$ cat src/rtl/exgcd_pkg.sv
// Shared definitions for the extended-GCD datapath and its downstream stages.
// Holds the default operand width and the mod_div control-state encoding.
package exgcd_pkg;

    localparam int WIDTH_DEFAULT = 8;

    typedef enum logic [1:0] {
        IDLE = 2'b00,
        MUL  = 2'b01,
        DONE = 2'b10
    } state_e;

endpackage

$ cat src/rtl/mod_mul_step.sv
// One step of an MSB-first interleaved modular multiplier:
// acc_o = (2*acc_i + (bit_i ? x_i : 0)) mod m_i, assuming acc_i < m_i and x_i < m_i.
module mod_mul_step #(
    parameter int WIDTH = 8
) (
    input  logic [WIDTH:0]   acc_i,
    input  logic [WIDTH-1:0] x_i,
    input  logic             bit_i,
    input  logic [WIDTH-1:0] m_i,
    output logic [WIDTH:0]   acc_o
);

    logic [WIDTH:0] mExt;
    logic [WIDTH:0] dbl;
    logic [WIDTH:0] dblRed;
    logic [WIDTH:0] sum;
    logic [WIDTH:0] sumRed;

    // Both operands stay below m, so a single conditional subtract after
    // the doubling and after the add keeps the accumulator reduced.
    always_comb begin
        mExt   = {1'b0, m_i};
        dbl    = acc_i << 1;
        dblRed = (dbl >= mExt) ? (dbl - mExt) : dbl;
        sum    = dblRed + {1'b0, x_i};
        sumRed = (sum >= mExt) ? (sum - mExt) : sum;
        acc_o  = bit_i ? sumRed : dblRed;
    end

endmodule

$ cat src/rtl/mod_div.sv
// Modular division q = (c * inv) mod m, bit-serial over WIDTH cycles.
// Define MOD_DIV_INV_CHECK_EN to also verify (a * inv) mod m == 1 in parallel.
module mod_div
    import exgcd_pkg::*;
#(
    parameter int WIDTH = WIDTH_DEFAULT
) (
    input  logic             clk,
    input  logic             rst,
    input  logic             in_valid,
    output logic             in_ready,
    input  logic [WIDTH-1:0] in_a,
    input  logic [WIDTH-1:0] in_m,
    input  logic [WIDTH-1:0] in_gcd,
    input  logic [WIDTH-1:0] in_inv,
    input  logic [WIDTH-1:0] in_c,
    output logic             out_valid,
    input  logic             out_ready,
    output logic [WIDTH-1:0] out_q,
    output logic             out_err,
    output logic             out_chk_fail
);

    localparam int CW = (WIDTH > 1) ? $clog2(WIDTH) : 1;

    state_e           state_q, state_d;
    logic [WIDTH:0]   acc_q, acc_d;
    logic [CW-1:0]    cnt_q, cnt_d;
    logic [WIDTH-1:0] m_q, m_d;
    logic [WIDTH-1:0] inv_q, inv_d;
    logic [WIDTH-1:0] c_q, c_d;
    logic [WIDTH-1:0] q_q, q_d;
    logic             err_q, err_d;
    logic [WIDTH:0]   stepAcc;
    logic             inputBad;

    assign in_ready  = (state_q == IDLE);
    assign out_valid = (state_q == DONE);
    assign out_q     = q_q;
    assign out_err   = err_q;
    assign inputBad  = (in_m == '0) || (in_gcd != WIDTH'(1)) || (in_inv >= in_m);

    mod_mul_step #(.WIDTH(WIDTH)) u_qStep (
        .acc_i (acc_q),
        .x_i   (inv_q),
        .bit_i (c_q[cnt_q]),
        .m_i   (m_q),
        .acc_o (stepAcc)
    );

    always_comb begin
        state_d = state_q;
        acc_d   = acc_q;
        cnt_d   = cnt_q;
        m_d     = m_q;
        inv_d   = inv_q;
        c_d     = c_q;
        q_d     = q_q;
        err_d   = err_q;
        unique case (state_q)
            IDLE: begin
                if (in_valid) begin
                    m_d   = in_m;
                    inv_d = in_inv;
                    c_d   = in_c;
                    acc_d = '0;
                    cnt_d = CW'(WIDTH - 1);
                    if (inputBad) begin
                        err_d   = 1'b1;
                        q_d     = '0;
                        state_d = DONE;
                    end else begin
                        err_d   = 1'b0;
                        state_d = MUL;
                    end
                end
            end
            MUL: begin
                acc_d = stepAcc;
                cnt_d = cnt_q - CW'(1);
                if (cnt_q == '0) begin
                    q_d     = stepAcc[WIDTH-1:0];
                    err_d   = 1'b0;
                    state_d = DONE;
                end
            end
            DONE: begin
                if (out_ready) begin
                    state_d = IDLE;
                end
            end
            default: state_d = IDLE;
        endcase
    end

    always_ff @(posedge clk) begin
        if (rst) begin
            state_q <= IDLE;
            acc_q   <= '0;
            cnt_q   <= '0;
            m_q     <= '0;
            inv_q   <= '0;
            c_q     <= '0;
            q_q     <= '0;
            err_q   <= 1'b0;
        end else begin
            state_q <= state_d;
            acc_q   <= acc_d;
            cnt_q   <= cnt_d;
            m_q     <= m_d;
            inv_q   <= inv_d;
            c_q     <= c_d;
            q_q     <= q_d;
            err_q   <= err_d;
        end
    end

`ifdef MOD_DIV_INV_CHECK_EN
    logic [WIDTH-1:0] a_q, a_d;
    logic [WIDTH:0]   chkAcc_q, chkAcc_d;
    logic [WIDTH:0]   chkStep;
    logic             chk_q, chk_d;

    // Runs in lockstep with the quotient path, scanning a instead of c.
    mod_mul_step #(.WIDTH(WIDTH)) u_chkStep (
        .acc_i (chkAcc_q),
        .x_i   (inv_q),
        .bit_i (a_q[cnt_q]),
        .m_i   (m_q),
        .acc_o (chkStep)
    );

    always_comb begin
        a_d      = a_q;
        chkAcc_d = chkAcc_q;
        chk_d    = chk_q;
        unique case (state_q)
            IDLE: begin
                if (in_valid) begin
                    a_d      = in_a;
                    chkAcc_d = '0;
                    chk_d    = 1'b0;
                end
            end
            MUL: begin
                chkAcc_d = chkStep;
                if (cnt_q == '0) begin
                    chk_d = (chkStep != {{WIDTH{1'b0}}, 1'b1});
                end
            end
            default: ;
        endcase
    end

    always_ff @(posedge clk) begin
        if (rst) begin
            a_q      <= '0;
            chkAcc_q <= '0;
            chk_q    <= 1'b0;
        end else begin
            a_q      <= a_d;
            chkAcc_q <= chkAcc_d;
            chk_q    <= chk_d;
        end
    end

    assign out_chk_fail = chk_q;
`else
    logic unusedA;

    assign unusedA      = ^in_a;
    assign out_chk_fail = 1'b0;
`endif

endmodule

$ cat config.mk
export PLATFORM = sky130hd
export DESIGN_NAME = mod_div
export DESIGN_NICKNAME = d
export VERILOG_FILES = /design/src/rtl/exgcd_pkg.sv /design/src/rtl/mod_mul_step.sv /design/src/rtl/mod_div.sv
export SDC_FILE = /design/constraint.sdc
export NUM_CORES = 1
export LEC_CHECK = 0
export CAP_MARGIN = 20
export CORE_ASPECT_RATIO = 1.75
export CORE_UTILIZATION = 43
export CTS_BUF_LIST = sky130_fd_sc_hd__clkbuf_8
export DETAILED_ROUTE_END_ITERATION = 7
export GPL_TIMING_DRIVEN = 0
export PLACE_DENSITY = 0.67
export SLEW_MARGIN = 40
export SYNTH_ARGS = -nofsm -noshare
export SYNTH_HDL_FRONTEND = slang
export SYNTH_SLANG_ARGS = --single-unit
$ cat constraint.sdc
create_clock -name clk -period 7.28 [get_ports clk]
set_clock_uncertainty 0.2 [all_clocks]
set_input_delay 1.092 -clock clk [delete_from_list [all_inputs] [get_ports clk]]
set_output_delay 1.092 -clock clk [all_outputs]
set_load 0.02 [all_outputs]
# Yosys cells after proc, flatten, opt, wreduce, memory -nomap -nowiden
# Cells that the tools add are included.
[totals]
regBits = 46
word_cells = 56
output_inout_bits = 12
[op_classes]
n_reduce_logical = 11
eq_ne = 7
n_lt_le_gt_ge = 4
n_mux = 22
n_addsub = 4
[op_table]
columns = ["operator", "n"]
rows = [
  ["$mux 8", 6],
  ["$pmux 8 s2", 2],
  ["$ge 9x8->1", 2],
  ["$add 9x8->9", 1],
  ["$mux 9", 1],
  ["$sub 9x8->9", 1],
  ["$ge 8x8->1", 1],
  ["$logic_not 8->1", 1],
  ["$mux 2", 4],
  ["$ne 8x1->1 const B", 1],
  ["$sub 8x8->8", 1],
  ["$pmux 2 s3", 1],
  ["$pmux 3 s2", 1],
  ["$reduce_and 3->1", 2],
  ["$lt 3x4->1 const B", 1],
  ["$mux 1", 4],
  ["$ne 2x1->1 const B", 2],
  ["$ne 2x2->1 const B", 2],
  ["$reduce_and 2->1", 2],
  ["$reduce_and 4->1", 1],
  ["$bmux 1 s3", 1],
  ["$logic_not 3->1", 1],
  ["$mux 3", 1],
  ["$sub 3x1->3 const B", 1],
  ["6 further kinds", 7],
]

# Longest topological paths before layout
[logic_depth]
ltp_word = 8
ltp_mapped = 23
depth_no_buf = 22

# By module
# From an unflattened synthesis, not the netlist that was laid out.
[unflattened]
hier_cells = 467
area_unflattened_um2 = 3623.5
[by_module_without_submodules]
columns = ["mod", "cells_per_inst", "n_inst", "seq_area_each_um2", "area_per_inst_um2"]
rows = [
  ["mod_div", 267, 1, 940.9, 2174.6],
  ["mod_mul_step", 200, 1, 0.0, 1448.9],
]

# Worst setup path before layout
# No wires, ideal clock.
[synth_timing]
path_kind = "register -> register"
from = "register m_q[1]"
to = "register q_q[3] (netlist: out_q[3])"
arrival_ns = 4.534
t_required_ns = 6.963
stages_incl_launch_ff = 21
synth_period_minus_slack_ns = 4.851
setup_slack_ns = 2.429
n_path_buf = 1
path_cell_list = "dfxtp_1 > inv_1 > ha_1 > nor2b_1 > o31a_1 > o31a_1 > or2_0 > buf_6 > mux2_2 > inv_1 > fa_1 > inv_1 > ha_1 > nor2b_1 > o31a_1 > o31a_1 > o31ai_1 > nand2b_1 > o21ai_1 > o211ai_1 > a32o_1"
[synth_between]
elab_chain_cells = 8
elab_cells_between_ends = 10
cone_classes = "add/sub (3); order compare (2); mux (5)"
[synth_rtl]
columns = ["element", "line_no", "rtl"]
rows = [
  ["start, declared", "mod_div.sv:29", "logic [WIDTH-1:0] m_q, m_d;"],
  ["start signal, assigned", "mod_div.sv:110", "m_q <= m_d;"],
  ["$sub 9x8->9 or $ge 9x8->1 (tied branches)", "mod_mul_step.sv:24", "dblRed = (dbl >= mExt) ? (dbl - mExt) : dbl;"],
  ["$mux 9", "mod_mul_step.sv:24", ""],
  ["$add 9x8->9", "mod_mul_step.sv:25", "sum = dblRed + {1'b0, x_i};"],
  ["$sub 8x8->8 or $ge 9x8->1 (tied branches)", "mod_mul_step.sv:26", "sumRed = (sum >= mExt) ? (sum - mExt) : sum;"],
  ["$mux 8", "mod_mul_step.sv:26", ""],
  ["$mux 8 *", "mod_mul_step.sv:27", "acc_o = bit_i ? sumRed : dblRed;"],
  ["$mux 8 *", "mod_div.sv:81", "if (cnt_q == '0) begin"],
  ["$pmux 8 s2 *", "mod_div.sv:60", "unique case (state_q)"],
  ["end signal, assigned", "mod_div.sv:113", "q_q <= q_d;"],
  ["end, declared", "mod_div.sv:32", "logic [WIDTH-1:0] q_q, q_d;"],
]
# Mark *: on every way between the ends. The rest lies on a longest branch, timed or not. The select of a mux whose other input is x is not followed.
# A chain may end at the register's enable or synchronous reset.

# Final worst setup path
[layout_timing]
from = "register m_q[1]"
to = "register q_q[1] (netlist: out_q[1])"
# The elaborated chain is that of the path after synthesis.

==> flow_results.org <==
** Status
- Outcome :: finished, final reports clean

** Clock tree
- The clock drives 46 sinks.
- Inserted Clock Buffers :: 5
- Once the clock tree was built, the resizer swapped 0 gates to a different size.
- For the worst-skew pair, the clock arrives at the later sink with an insertion delay of 0.31 ns.
- The H-tree generated during clock tree synthesis spans 2 levels.
- After clock tree synthesis, the clock-pin slew on the worst setup and hold paths is 0.09 ns.
- CTS tree :: yes
- For this design, the CTS-stage hold fixing added 0 buffers.
- Counting along the longest clock path gives a buffer depth of 2.
- The tree is rooted in a clkbuf_8.
- Buffers inserted during post-CTS setup optimization :: 0

** Die
- Area of the die :: around 8400 µm²
- The core region is about 7700 µm².
- Chip Width :: around 70 µm
- Count of boundary I/O pins :: 56
- In this run the core area contains 42 standard-cell rows.
- The initial utilization of the core area, before any placement, comes to 44.8%.
- Measured along the y axis, the die boundary spans 120 µm.

** Placed design
- The placed instances occupy a cell area of 4020 µm².
- IO buf count :: 46
- Placed wire-length estimate after detailed placement :: 8080 µm
- Final estimated routing congestion in global placement :: 0.995
- Worst slack, placed :: 1.55 ns

** Power
- IR analysis of the VDD net gives a maximum drop of ~0.00016 V.
- Summed over all cells, the static leakage comes to roughly 1.7 nW.
- Cell internal power was estimated by the tool at 501 µW.
- Of the total power, the share spent switching nets is around two fifths.
- Per report_power, the sequential group accounts for 31.7% of the total.
- In this run the power density over the cells is approximately 210 nW/µm².
- The analysis attributes to net switching a power of 350 µW.
- Portion of total power attributed to the clock network :: between 20% and 30%
- Combinational power share :: 48.0%

** STA
- Timing would allow up to 0.171 GHz.
- The final critical path takes up 80.4% of the cycle.
- Setup slack on the critical path of the routed design comes to 1.42 ns.
- The max-slew violation total from the final report came to 0.
- Setup repair after global routing left no endpoint under its margin.
- Final setup vio count :: 0
- Min cycle time layout :: 5.86 ns
- Final-layout setup total negative slack :: 0 ns
- The total count of hold-check failures in the final report was 0.
- The worst pin sits at a relative slew slack of 55.8%.
- Transition time at the pin with the least slew margin :: 0.650 ns

** Yosys
- For this run, the leading register cell type out of synthesis is dfxtp_1.
- The synthesized netlist occupies a cell area of ~3400 µm².
- After synthesis, the netlist uses 58 different library cells.
- Proportion of register bits with asynchronous set or reset after synthesis :: 0%
- Net Count, Synth :: roughly 520
- Gate Count Post-Synth :: between 400 and 500
- Post-synth EDFFs :: 0
- The Yosys step of the flow raised 0 warnings.
- Portion of the post-synthesis area used by sequential elements :: between 20% and 30%
- Register bit count reported by yosys :: 46
- Average cell area after synthesis :: ~7.8 µm²

** Worst setup path
- Crit Path Max Fanout :: 10
- Length in cells of the worst reg-to-reg path :: 21
- The worst setup path is captured at a flip-flop.
- STA classifies the critical path startpoint as a flip-flop.
- At the worst endpoint, the required time is 7.27 ns.
- The critical path is of the reg -> reg type.
- Worst endpoint data arrival time :: 5.84 ns

** Routing
- Wire length reported by the detailed router :: 9740 µm
- Average wire per cell in the routed design :: 16.8 µm
- Residual antenna-violating net count after detailed routing :: 0
- In the routed design, unresolved DRC markers number 0.
- Starting DRT DRC Count :: 150
- The first detailed-routing pass took 4 iterations.
- Using the TritonRoute via totals, the vias-per-cell ratio works out to 5.80.
- Via Count :: 3367

** Hold path
- The worst hold path belongs to the class reg -> reg.
- The worst hold path passes through 2 cells.

** Cells and area
- After filler insertion, the fill cell instance count of the layout stands at between 700 and 800.
- Diodes inserted :: 0
- The area growth from synthesis to layout is 19.7%.
- Most common library cell in the layout ignoring fill and taps :: nand2_1
- Share of cells above drive strength 1 :: 5.07%
- Most used cells in the layout excluding fill and tap cells :: 68 x nand2_1, 53 x a21oi_1, 46 x dfxtp_1, 46 x clkdlybuf4s50_1
- Layout net count :: 574
- The finished cells cover 4120 µm².

** Global routing
- GR Util All Layers :: 24.5%
- Initial antenna violation count :: 0
- The via count of the first global-routing pass is between 3000 and 4000.
- Entering global routing, the biggest net connects 16 pins.
- The first global-routing pass estimated approximately 16000 µm of wire.
- Summed over all layers, the global routing overflow is 0.

** Job
- Across the run, the number of max-cap violations was 0.
==> Yosys cell counts, types with 3 or more instances <==
cell type,n,area [µm²]
clkbuf_1,11,41.3
nand2b_1,5,31.3
nand3_1,7,35.0
and2_1,4,25.0
a211oi_1,9,67.6
a21o_1,8,60.1
nor2_1,18,67.6
nor4_1,3,18.8
o211ai_1,4,30.0
nand2_1,68,255
o31a_1,4,35.0
nand4_1,5,31.3
o21a_1,5,37.5
or3_1,4,25.0
mux2_2,3,33.8
o21ai_0,25,125
ha_1,35,438
a32oi_1,3,26.3
nor3_1,9,45.0
fa_1,3,60.1
a21oi_1,53,265
xor2_1,4,35.0
nor2b_1,7,43.8
o211a_1,4,40.0
xnor2_1,10,87.6
mux2i_1,4,40.0
dfxtp_1,46,921
and3_1,3,18.8
inv_1,35,131
==> path summary, 6_finish.rpt <==
kind,slack (ns),from,to
worst min-delay path,0.26,c_q[1],c_q[1]
worst max register to register,1.42,m_q[1],out_q[1]
worst min register to register,0.26,c_q[1],c_q[1]
worst max-delay path,1.42,m_q[1],out_q[1]
==> metrics by stage <==
step	hold WS [ns]	power, mW	util, %	instances
global placement	0.243	0.669	52.3	573
global route	0.271	0.911	53.7	581
CTS	0.261	0.848	53.7	581
floorplan	0.233	0.560	-	439
detailed placement	0.247	0.676	52.4	573
finish	0.260	0.851	53.7	581
==> flip-flops by register name, summed over array words and instances (netlist names) <==
name	cells
state_q	2
cnt_q	3
m_q	8
inv_q	8
c_q	8
out_q	8
out_err	1
acc_q	8
==> cell type report <==
class | count | area, µm² | area share [%]
clock buffers | 6 | 82.6 | 2.01
well taps | 88 | 110 | 2.67
plain buffers | 15 | 68.8 | 1.67
inverters | 35 | 131 | 3.19
clock inverters | 2 | 16.3 | 0.395
flip-flops and latches | 46 | 921 | 22.4
repair buffers | 46 | 460 | 11.2
multi-input cells | 343 | 2330 | 56.5
==> critical path, stage by stage, from the launching register on <==
cell,delay [ns]
dfxtp_1,0.41
inv_1,0.11
ha_1,0.30
nor2b_1,0.14
o31a_1,0.30
o31a_1,0.31
or2_0,0.25
buf_6,0.16
mux2_2,0.31
ha_1,0.27
and3_1,0.20
o211ai_1,0.29
nand3b_1,0.15
xor2_1,0.37
ha_1,0.35
o21a_1,0.12
o31a_1,0.13
o31ai_1,0.33
nor2b_1,0.37
nand2_1,0.20
o21ai_0,0.32
o21ai_0,0.14
==> power by group through the flow <==
| stage | Sequential, mW | Clock, mW | Combinational, mW |
|---|---|---|---|
| after floorplan | 0.274 | 0 | 0.286 |
| after global placement | 0.275 | 0 | 0.394 |
| after detailed placement | 0.276 | 0 | 0.400 |
| after CTS | 0.270 | 0.177 | 0.402 |
| after global routing | 0.271 | 0.189 | 0.450 |
| final | 0.270 | 0.172 | 0.408 |
==> cells by family after synthesis <==
family	synth area share, %
AO/OA/AOI/OAI	26.2
XOR/XNOR	3.57
adder cells (fa/ha/maj)	14.5
buffers and inverters	5.82
flip-flops	26.8
multiplexers	3.46
other	0.109
AND/OR/NAND/NOR	19.6
==> routing by layer <==
| layer | track usage [%] | up-vias | share of wire [%] |
|---|---|---|---|
| li1 | - | 1678 | - |
| met1 | 25.8 | 1580 | 39 |
| met2 | 46.8 | 81 | 54 |
| met3 | 2.50 | 28 | 2.4 |
| met4 | 13.1 | 0 | 4.3 |
| met5 | 0 | - | 0 |
(Power assumes the default switching activity.)
